<file path="config.mk">
export PLATFORM = sky130hd
export DESIGN_NAME = fifo_ctrl_param_flat
export DESIGN_NICKNAME = d
export VERILOG_FILES = /design/src/rtl/fifo_pkg.sv /design/src/rtl/fifo_ctrl_param_if.sv /design/src/rtl/req_edge.sv /design/src/rtl/fifo_ctrl_param.sv /design/src/flat_wrapper.sv
export SDC_FILE = /design/constraint.sdc
export NUM_CORES = 1
export LEC_CHECK = 0
export CORE_MARGIN = 2
export CORE_UTILIZATION = 48
export DETAILED_ROUTE_END_ITERATION = 7
export PLACE_DENSITY_LB_ADDON = 0.25
export SYNTH_ARGS = -nofsm -noshare
export SYNTH_HDL_FRONTEND = slang
export SYNTH_SLANG_ARGS = --single-unit
export TNS_END_PERCENT = 5
</file>
<file path="constraint.sdc">
create_clock -name clk -period 3 [get_ports clk]
set_clock_uncertainty 0.1 [all_clocks]
set_input_delay 0.6 -clock clk [delete_from_list [all_inputs] [get_ports clk]]
set_output_delay 0.6 -clock clk [all_outputs]
set_load 0.01 [all_outputs]
</file>
<file path="src/rtl/fifo_pkg.sv">
// Shared types and helpers for the parametrised FIFO controller.
package fifo_pkg;

  localparam int unsigned MAX_VAL_DEF = 9;

  // Request-forming mode: act on a rising edge or on the level each cycle.
  typedef enum logic {
    LEVEL = 1'b0,
    EDGE  = 1'b1
  } edge_mode_e;

  // True when slot idx lies within count entries of head, walking forward
  // around a ring of depth slots (depth is a power of two).
  function automatic logic slot_live(input int unsigned idx,
                                     input int unsigned head,
                                     input int unsigned count,
                                     input int unsigned depth);
    return ((idx - head) & (depth - 1)) < count;
  endfunction

endpackage

</file>
<file path="src/rtl/fifo_ctrl_param_if.sv">
// Handshake, register-file and status bundle of the FIFO controller.
interface fifo_ctrl_param_if #(
  parameter int unsigned WIDTH = 4,
  parameter int unsigned DEPTH = 8,
  parameter int unsigned AW    = $clog2(DEPTH)
);

  logic             push;
  logic             pop;
  logic [WIDTH-1:0] in;
  logic [WIDTH-1:0] rd;
  logic [AW-1:0]    ra;
  logic             we;
  logic [AW-1:0]    wa;
  logic [WIDTH-1:0] wd;
  logic [WIDTH-1:0] out;
  logic             out_vld;
  logic             emp;
  logic             full;
  logic             almost_full;
  logic             almost_empty;
  logic [AW:0]      count;
  logic [AW-1:0]    head;
  logic [DEPTH-1:0] valid;
  logic             drop;
  logic             udf;

  // Controller side.
  modport slave (
    input  push, pop, in, rd,
    output ra, we, wa, wd, out, out_vld, emp, full, almost_full,
           almost_empty, count, head, valid, drop, udf
  );

  // Producer / register-file / display side.
  modport master (
    output push, pop, in, rd,
    input  ra, we, wa, wd, out, out_vld, emp, full, almost_full,
           almost_empty, count, head, valid, drop, udf
  );

endinterface

</file>
<file path="src/rtl/req_edge.sv">
// Turns a push/pop input into a one-cycle request, by edge or by level.
module req_edge
  import fifo_pkg::*;
#(
  parameter edge_mode_e MODE = EDGE
) (
  input  logic clk,
  input  logic rst,
  input  logic i_req,
  output logic o_req_c
);

  logic r_q;

  // Previous input; resets high so a level held through reset is not an edge.
  always_ff @(posedge clk or posedge rst) begin
    if (rst) r_q <= 1'b1;
    else     r_q <= i_req;
  end

  assign o_req_c = (MODE == EDGE) ? (i_req & ~r_q) : i_req;

endmodule

</file>
<file path="src/rtl/fifo_ctrl_param.sv">
// FIFO control unit for an external DEPTH x WIDTH register file.
module fifo_ctrl_param
  import fifo_pkg::*;
#(
  parameter int unsigned WIDTH    = 4,
  parameter int unsigned DEPTH    = 8,
  parameter int unsigned AW       = $clog2(DEPTH),
  parameter int unsigned MAX_VAL  = MAX_VAL_DEF,
  parameter int unsigned EDGE_DET = 1,
  parameter int unsigned AF_LVL   = DEPTH - 1,
  parameter int unsigned AE_LVL   = 1
) (
  input logic             clk,
  input logic             rst,
  fifo_ctrl_param_if.slave bus
);

  localparam int unsigned CW = AW + 1;
  localparam edge_mode_e  REQ_MODE = (EDGE_DET != 0) ? EDGE : LEVEL;

  logic [AW-1:0]    r_head;
  logic [AW-1:0]    r_tail;
  logic [CW-1:0]    r_count;
  logic [WIDTH-1:0] r_out;
  logic             r_out_vld;
  logic             r_drop;
  logic             r_udf;

  logic             w_push_req;
  logic             w_pop_req;
  logic             w_in_range;
  logic             w_not_full;
  logic             w_is_empty;
  logic             w_push_ok;
  logic             w_pop_ok;
  logic [CW-1:0]    w_count_nxt;
  logic [DEPTH-1:0] w_valid;

  req_edge #(.MODE(REQ_MODE)) u_push_req (
    .clk     (clk),
    .rst     (rst),
    .i_req   (bus.push),
    .o_req_c (w_push_req)
  );

  req_edge #(.MODE(REQ_MODE)) u_pop_req (
    .clk     (clk),
    .rst     (rst),
    .i_req   (bus.pop),
    .o_req_c (w_pop_req)
  );

  // Acceptance: a full FIFO takes a push only when a pop frees the slot.
  assign w_is_empty = (r_count == '0);
  assign w_not_full = (r_count != CW'(DEPTH));
  assign w_in_range = (32'(bus.in) <= MAX_VAL);
  assign w_pop_ok   = w_pop_req & ~w_is_empty;
  assign w_push_ok  = w_push_req & w_in_range & (w_not_full | w_pop_ok);

  // Occupancy next value; push and pop together leave it unchanged.
  always_comb begin
    w_count_nxt = r_count;
    case ({w_push_ok, w_pop_ok})
      2'b10:   w_count_nxt = r_count + CW'(1);
      2'b01:   w_count_nxt = r_count - CW'(1);
      default: w_count_nxt = r_count;
    endcase
  end

  // Pointers, count, popped data and event pulses.
  always_ff @(posedge clk or posedge rst) begin
    if (rst) begin
      r_head    <= '0;
      r_tail    <= '0;
      r_count   <= '0;
      r_out     <= '0;
      r_out_vld <= 1'b0;
      r_drop    <= 1'b0;
      r_udf     <= 1'b0;
    end else begin
      if (w_pop_ok) begin
        r_head <= r_head + AW'(1);
        r_out  <= bus.rd;
      end
      if (w_push_ok) r_tail <= r_tail + AW'(1);
      r_count   <= w_count_nxt;
      r_out_vld <= w_pop_ok;
      r_drop    <= w_push_req & ~w_push_ok;
      r_udf     <= w_pop_req & w_is_empty;
    end
  end

  // Per-slot occupancy from the circular distance to head.
  always_comb begin
    w_valid = '0;
    for (int unsigned i = 0; i < DEPTH; i++) begin
      w_valid[i] = slot_live(i, 32'(r_head), 32'(r_count), DEPTH);
    end
  end

  assign bus.ra           = r_head;
  assign bus.we           = w_push_ok;
  assign bus.wa           = r_tail;
  assign bus.wd           = bus.in;
  assign bus.out          = r_out;
  assign bus.out_vld      = r_out_vld;
  assign bus.emp          = w_is_empty;
  assign bus.full         = ~w_not_full;
  assign bus.almost_full  = (32'(r_count) >= AF_LVL);
  assign bus.almost_empty = (32'(r_count) <= AE_LVL);
  assign bus.count        = r_count;
  assign bus.head         = r_head;
  assign bus.valid        = w_valid;
  assign bus.drop         = r_drop;
  assign bus.udf          = r_udf;

endmodule

</file>
<file path="src/flat_wrapper.sv">
// flat-port wrapper written by rule: the top's interface ports become plain ports
module fifo_ctrl_param_flat import fifo_pkg::*;
#(
  parameter int unsigned WIDTH    = 4,
  parameter int unsigned DEPTH    = 8,
  parameter int unsigned AW       = $clog2(DEPTH),
  parameter int unsigned MAX_VAL  = MAX_VAL_DEF,
  parameter int unsigned EDGE_DET = 1,
  parameter int unsigned AF_LVL   = DEPTH - 1,
  parameter int unsigned AE_LVL   = 1
)
  (clk, rst, bus_push, bus_pop, bus_in, bus_rd, bus_ra, bus_we, bus_wa, bus_wd, bus_out, bus_out_vld, bus_emp, bus_full, bus_almost_full, bus_almost_empty, bus_count, bus_head, bus_valid, bus_drop, bus_udf);
  fifo_ctrl_param_if #(.WIDTH(WIDTH), .DEPTH(DEPTH), .AW(AW)) bus_i ();
  input logic clk;
  input logic rst;
  input wire logic [$bits(bus_i.push)-1:0] bus_push;
  input wire logic [$bits(bus_i.pop)-1:0] bus_pop;
  input wire logic [$bits(bus_i.in)-1:0] bus_in;
  input wire logic [$bits(bus_i.rd)-1:0] bus_rd;
  output wire logic [$bits(bus_i.ra)-1:0] bus_ra;
  output wire logic [$bits(bus_i.we)-1:0] bus_we;
  output wire logic [$bits(bus_i.wa)-1:0] bus_wa;
  output wire logic [$bits(bus_i.wd)-1:0] bus_wd;
  output wire logic [$bits(bus_i.out)-1:0] bus_out;
  output wire logic [$bits(bus_i.out_vld)-1:0] bus_out_vld;
  output wire logic [$bits(bus_i.emp)-1:0] bus_emp;
  output wire logic [$bits(bus_i.full)-1:0] bus_full;
  output wire logic [$bits(bus_i.almost_full)-1:0] bus_almost_full;
  output wire logic [$bits(bus_i.almost_empty)-1:0] bus_almost_empty;
  output wire logic [$bits(bus_i.count)-1:0] bus_count;
  output wire logic [$bits(bus_i.head)-1:0] bus_head;
  output wire logic [$bits(bus_i.valid)-1:0] bus_valid;
  output wire logic [$bits(bus_i.drop)-1:0] bus_drop;
  output wire logic [$bits(bus_i.udf)-1:0] bus_udf;
  assign bus_i.push = bus_push;
  assign bus_i.pop = bus_pop;
  assign bus_i.in = bus_in;
  assign bus_i.rd = bus_rd;
  assign bus_ra = bus_i.ra;
  assign bus_we = bus_i.we;
  assign bus_wa = bus_i.wa;
  assign bus_wd = bus_i.wd;
  assign bus_out = bus_i.out;
  assign bus_out_vld = bus_i.out_vld;
  assign bus_emp = bus_i.emp;
  assign bus_full = bus_i.full;
  assign bus_almost_full = bus_i.almost_full;
  assign bus_almost_empty = bus_i.almost_empty;
  assign bus_count = bus_i.count;
  assign bus_head = bus_i.head;
  assign bus_valid = bus_i.valid;
  assign bus_drop = bus_i.drop;
  assign bus_udf = bus_i.udf;
  fifo_ctrl_param #(.WIDTH(WIDTH), .DEPTH(DEPTH), .AW(AW), .MAX_VAL(MAX_VAL), .EDGE_DET(EDGE_DET), .AF_LVL(AF_LVL), .AE_LVL(AE_LVL)) u_core (.clk(clk), .rst(rst), .bus(bus_i));
endmodule
</file>
==> impl_metrics.json <==
{
  "status": "finished clean",
  "cts-root-buf": "clkbuf_4",
  "seqCellArea_sq_um": 482,
  "die_area_sq_mm": 0.00329,
  "ant_nets": 0,
  "crit_arrival_ps": 2190,
  "via_per_inst": 5.11,
  "combPwrFrac_pct": 72.4,
  "chipWidth_um": 57.4,
  "clock_sinks": 19,
  "maxSlewHeadroom_pct": 52.7,
  "syn_inst": 131,
  "ctsHtreeMaxLevel": 1,
  "start_util_pct": 50.0,
  "avgSynthCellArea_sq_um": 10.4,
  "placementRows": 19,
  "io_pins": 49,
  "critPathLaunchType": "register",
  "tritoncts": "yes",
  "netlist_area_sq_mm": 0.00137,
  "grt_pass1_wl_um": 4880,
  "async_flop_share_pct": 100,
  "powerDensity_mw_per_mm2": 1180,
  "clk_path_buf_depth": 2,
  "gp_congestion": 0.856,
  "final_cell_mix": "42 x clkdlybuf4s50_1, 19 x ha_1, 14 x dfrtp_1",
  "ys_ff_latch": 19,
  "dr.pass1.iters": 4,
  "setup.worst_path.end_class": "primary output",
  "die_h_um": 57.4,
  "p_leak_nw": 0.824,
  "fin_util_pct": 67.8,
  "worstMarginPinSlew_ps": 708,
  "seqPwrFrac_pct": 21.8,
  "antenna_found_initial": 0,
  "grt_setup_unrepaired": "no",
  "routed_wl_um": 2780,
  "area_delta_synth_final_pct": 35.6,
  "setup_viol": 0,
  "maxCapViolCount": 0,
  "fillCellCount": 227,
  "final_common_cell": "clkdlybuf4s50_1",
  "ys_warn_count": 0,
  "dp_hpwl_um": 2200,
  "io_buffer_count": 46,
  "grt-ovfl-total": 0,
  "fmax_mhz": 346,
  "pwr-share-clk_pct": 5.8,
  "r2r-start": "u_core.bus.count[1]",
  "cts_made_buffers": 3,
  "tns_ps": 0,
  "crit_fanout": 8,
  "synthesis.nets": 162,
  "drive_gt1_share_pct": 19.4,
  "n_antenna_cell": 0,
  "post_drt_wl_per_cell_um": 13.5,
  "vias": 1053,
  "ys_types": 39,
  "grt_max_degree": 20,
  "cts_hold_buffers": 0,
  "ys_seq_area_share_pct": 34.9,
  "core-area_sq_mm": 0.00273,
  "multi_input_area_sq_um": 766,
  "fin_nets": 207,
  "synth_edf_count": 0,
  "ir_drop_uv": 983,
  "min_period_over_period_pct": 96.4,
  "post-route-min-period_ps": 2890,
  "switchingPower_mw": 0.899,
  "grt_usage_pct": 18.8,
  "grt_pass1_vias": 1066,
  "drcViolationCount": 0,
  "path_clk_slew_ps": 110,
  "hold_violations": 0,
  "worstPathRequired_ps": 2300,
  "drt_iter0_drc": 15,
  "crit_start": "u_core.bus.head[2]",
  "p_sw_share_pct": 41.1,
  "slew_violations": 0,
  "hp-start": "u_core.bus.wa[2]",
  "hp-class": "register to register",
  "clk_latency_ps": 290,
  "ys.flop_type": "dfrtp_1",
  "p_int_mw": 1.29,
  "worstSetupPathType": "register to primary output"
}
through the flow:
step                instance area, sq um  setup WS [ps]  cells  power (mW)  hold WS, ps
finish                              1850            109    206        2.19          382
global route                        1850           6.81    206        2.38          406
CTS                                 1850           27.2    206        2.19          386
detailed placement                  1810            119    199        2.07          371
global placement                    1810            203    199        2.00          361
floorplan                           1370            691    131        1.40          407
cells in the mapped netlist, types with 3 or more instances:
master	instances	area, sq um
nor3_1	3	15.0
xor2_1	4	35.0
ha_1	19	238
xnor2_1	6	52.6
or2_2	7	43.8
buf_4	8	60.1
dfrtp_1	17	425
inv_1	11	41.3
a21oi_1	11	55.1
nor2_1	4	15.0
clkbuf_1	3	11.3
nand2_1	4	15.0
worst paths after layout:
check                                          end  slack, ps  depth (start not counted)
worst min register to register    u_core.bus.wa[2]        380                          1
max in group asynchronous       u_core.bus.head[1]       1670                          2
worst min-delay path              u_core.bus.wa[2]        380                          1
worst max-delay path                  bus_valid[5]        110                          6
min in group asynchronous        u_core.bus.out[2]        630                          2
worst max register to register   u_core.bus.out[0]       1010                          5
layer usage:
layer / track usage [%] / vias to the layer above / wire length, um
met5: 0 / - / 0
li1: - / 524 / -
met1: 25.1 / 499 / 1250
met3: 3.85 / 2 / 150
met2: 30.8 / 28 / 1360
met4: 4.98 / 0 / 12
registers in the layout (all words and copies together) (netlist names):
name and count:
u_core.bus.out_vld 1, u_core.bus.out 4, u_core.bus.head 3, u_core.bus.udf 1, u_core.bus.count 4, u_core.u_pop_req.r_q 1
u_core.bus.drop 1, u_core.u_push_req.r_q 1, u_core.bus.wa 3
what timing repair did:
| action | CTS | global route |
|---|---|---|
| resized for setup | 6 | 2 |
| setup buffers | 3 | 0 |
| setup endpoints to repair | 6 | 4 |
final cells by class:
cell class | count | share of cell area (%)
well taps | 31 | 2.09
repair buffers | 52 | 27.0
inverters | 11 | 2.23
clock buffers | 4 | 1.42
multi-input cells | 89 | 41.3
flip-flops and latches | 19 | 26.0
cell families (layout without fill, tap and decap cells):
| kind of cell | count (synthesis) | in the layout | synth area share (%) |
|---|---|---|---|
| adders and majority gates | 19 | 19 | 17.4 |
| AOI/OAI and AO/OA | 24 | 24 | 13.7 |
| muxes | 5 | 5 | 4.39 |
| buffers and inverters | 23 | 67 | 9.06 |
| xor gates and xnor gates | 10 | 10 | 6.40 |
| DFF | 19 | 19 | 34.9 |
| and+or+nand+nor | 31 | 31 | 14.1 |
power groups by stage:
stage / clock network (mW) / logic, mW / registers [mW]
after floorplan: 0 / 0.915 / 0.484
after global placement: 0 / 1.53 / 0.475
after detailed placement: 0 / 1.58 / 0.488
after CTS: 0.131 / 1.59 / 0.472
after global routing: 0.143 / 1.74 / 0.496
final: 0.128 / 1.58 / 0.475
critical path: stages (launching register included):
cell	delay [ps]
dfrtp_1	550
xor2_1	230
inv_1	70
ha_1	270
a21oi_1	50
or2_2	260
clkdlybuf4s50_1	480
No activity file was read; power rests on OpenSTA's default activity.
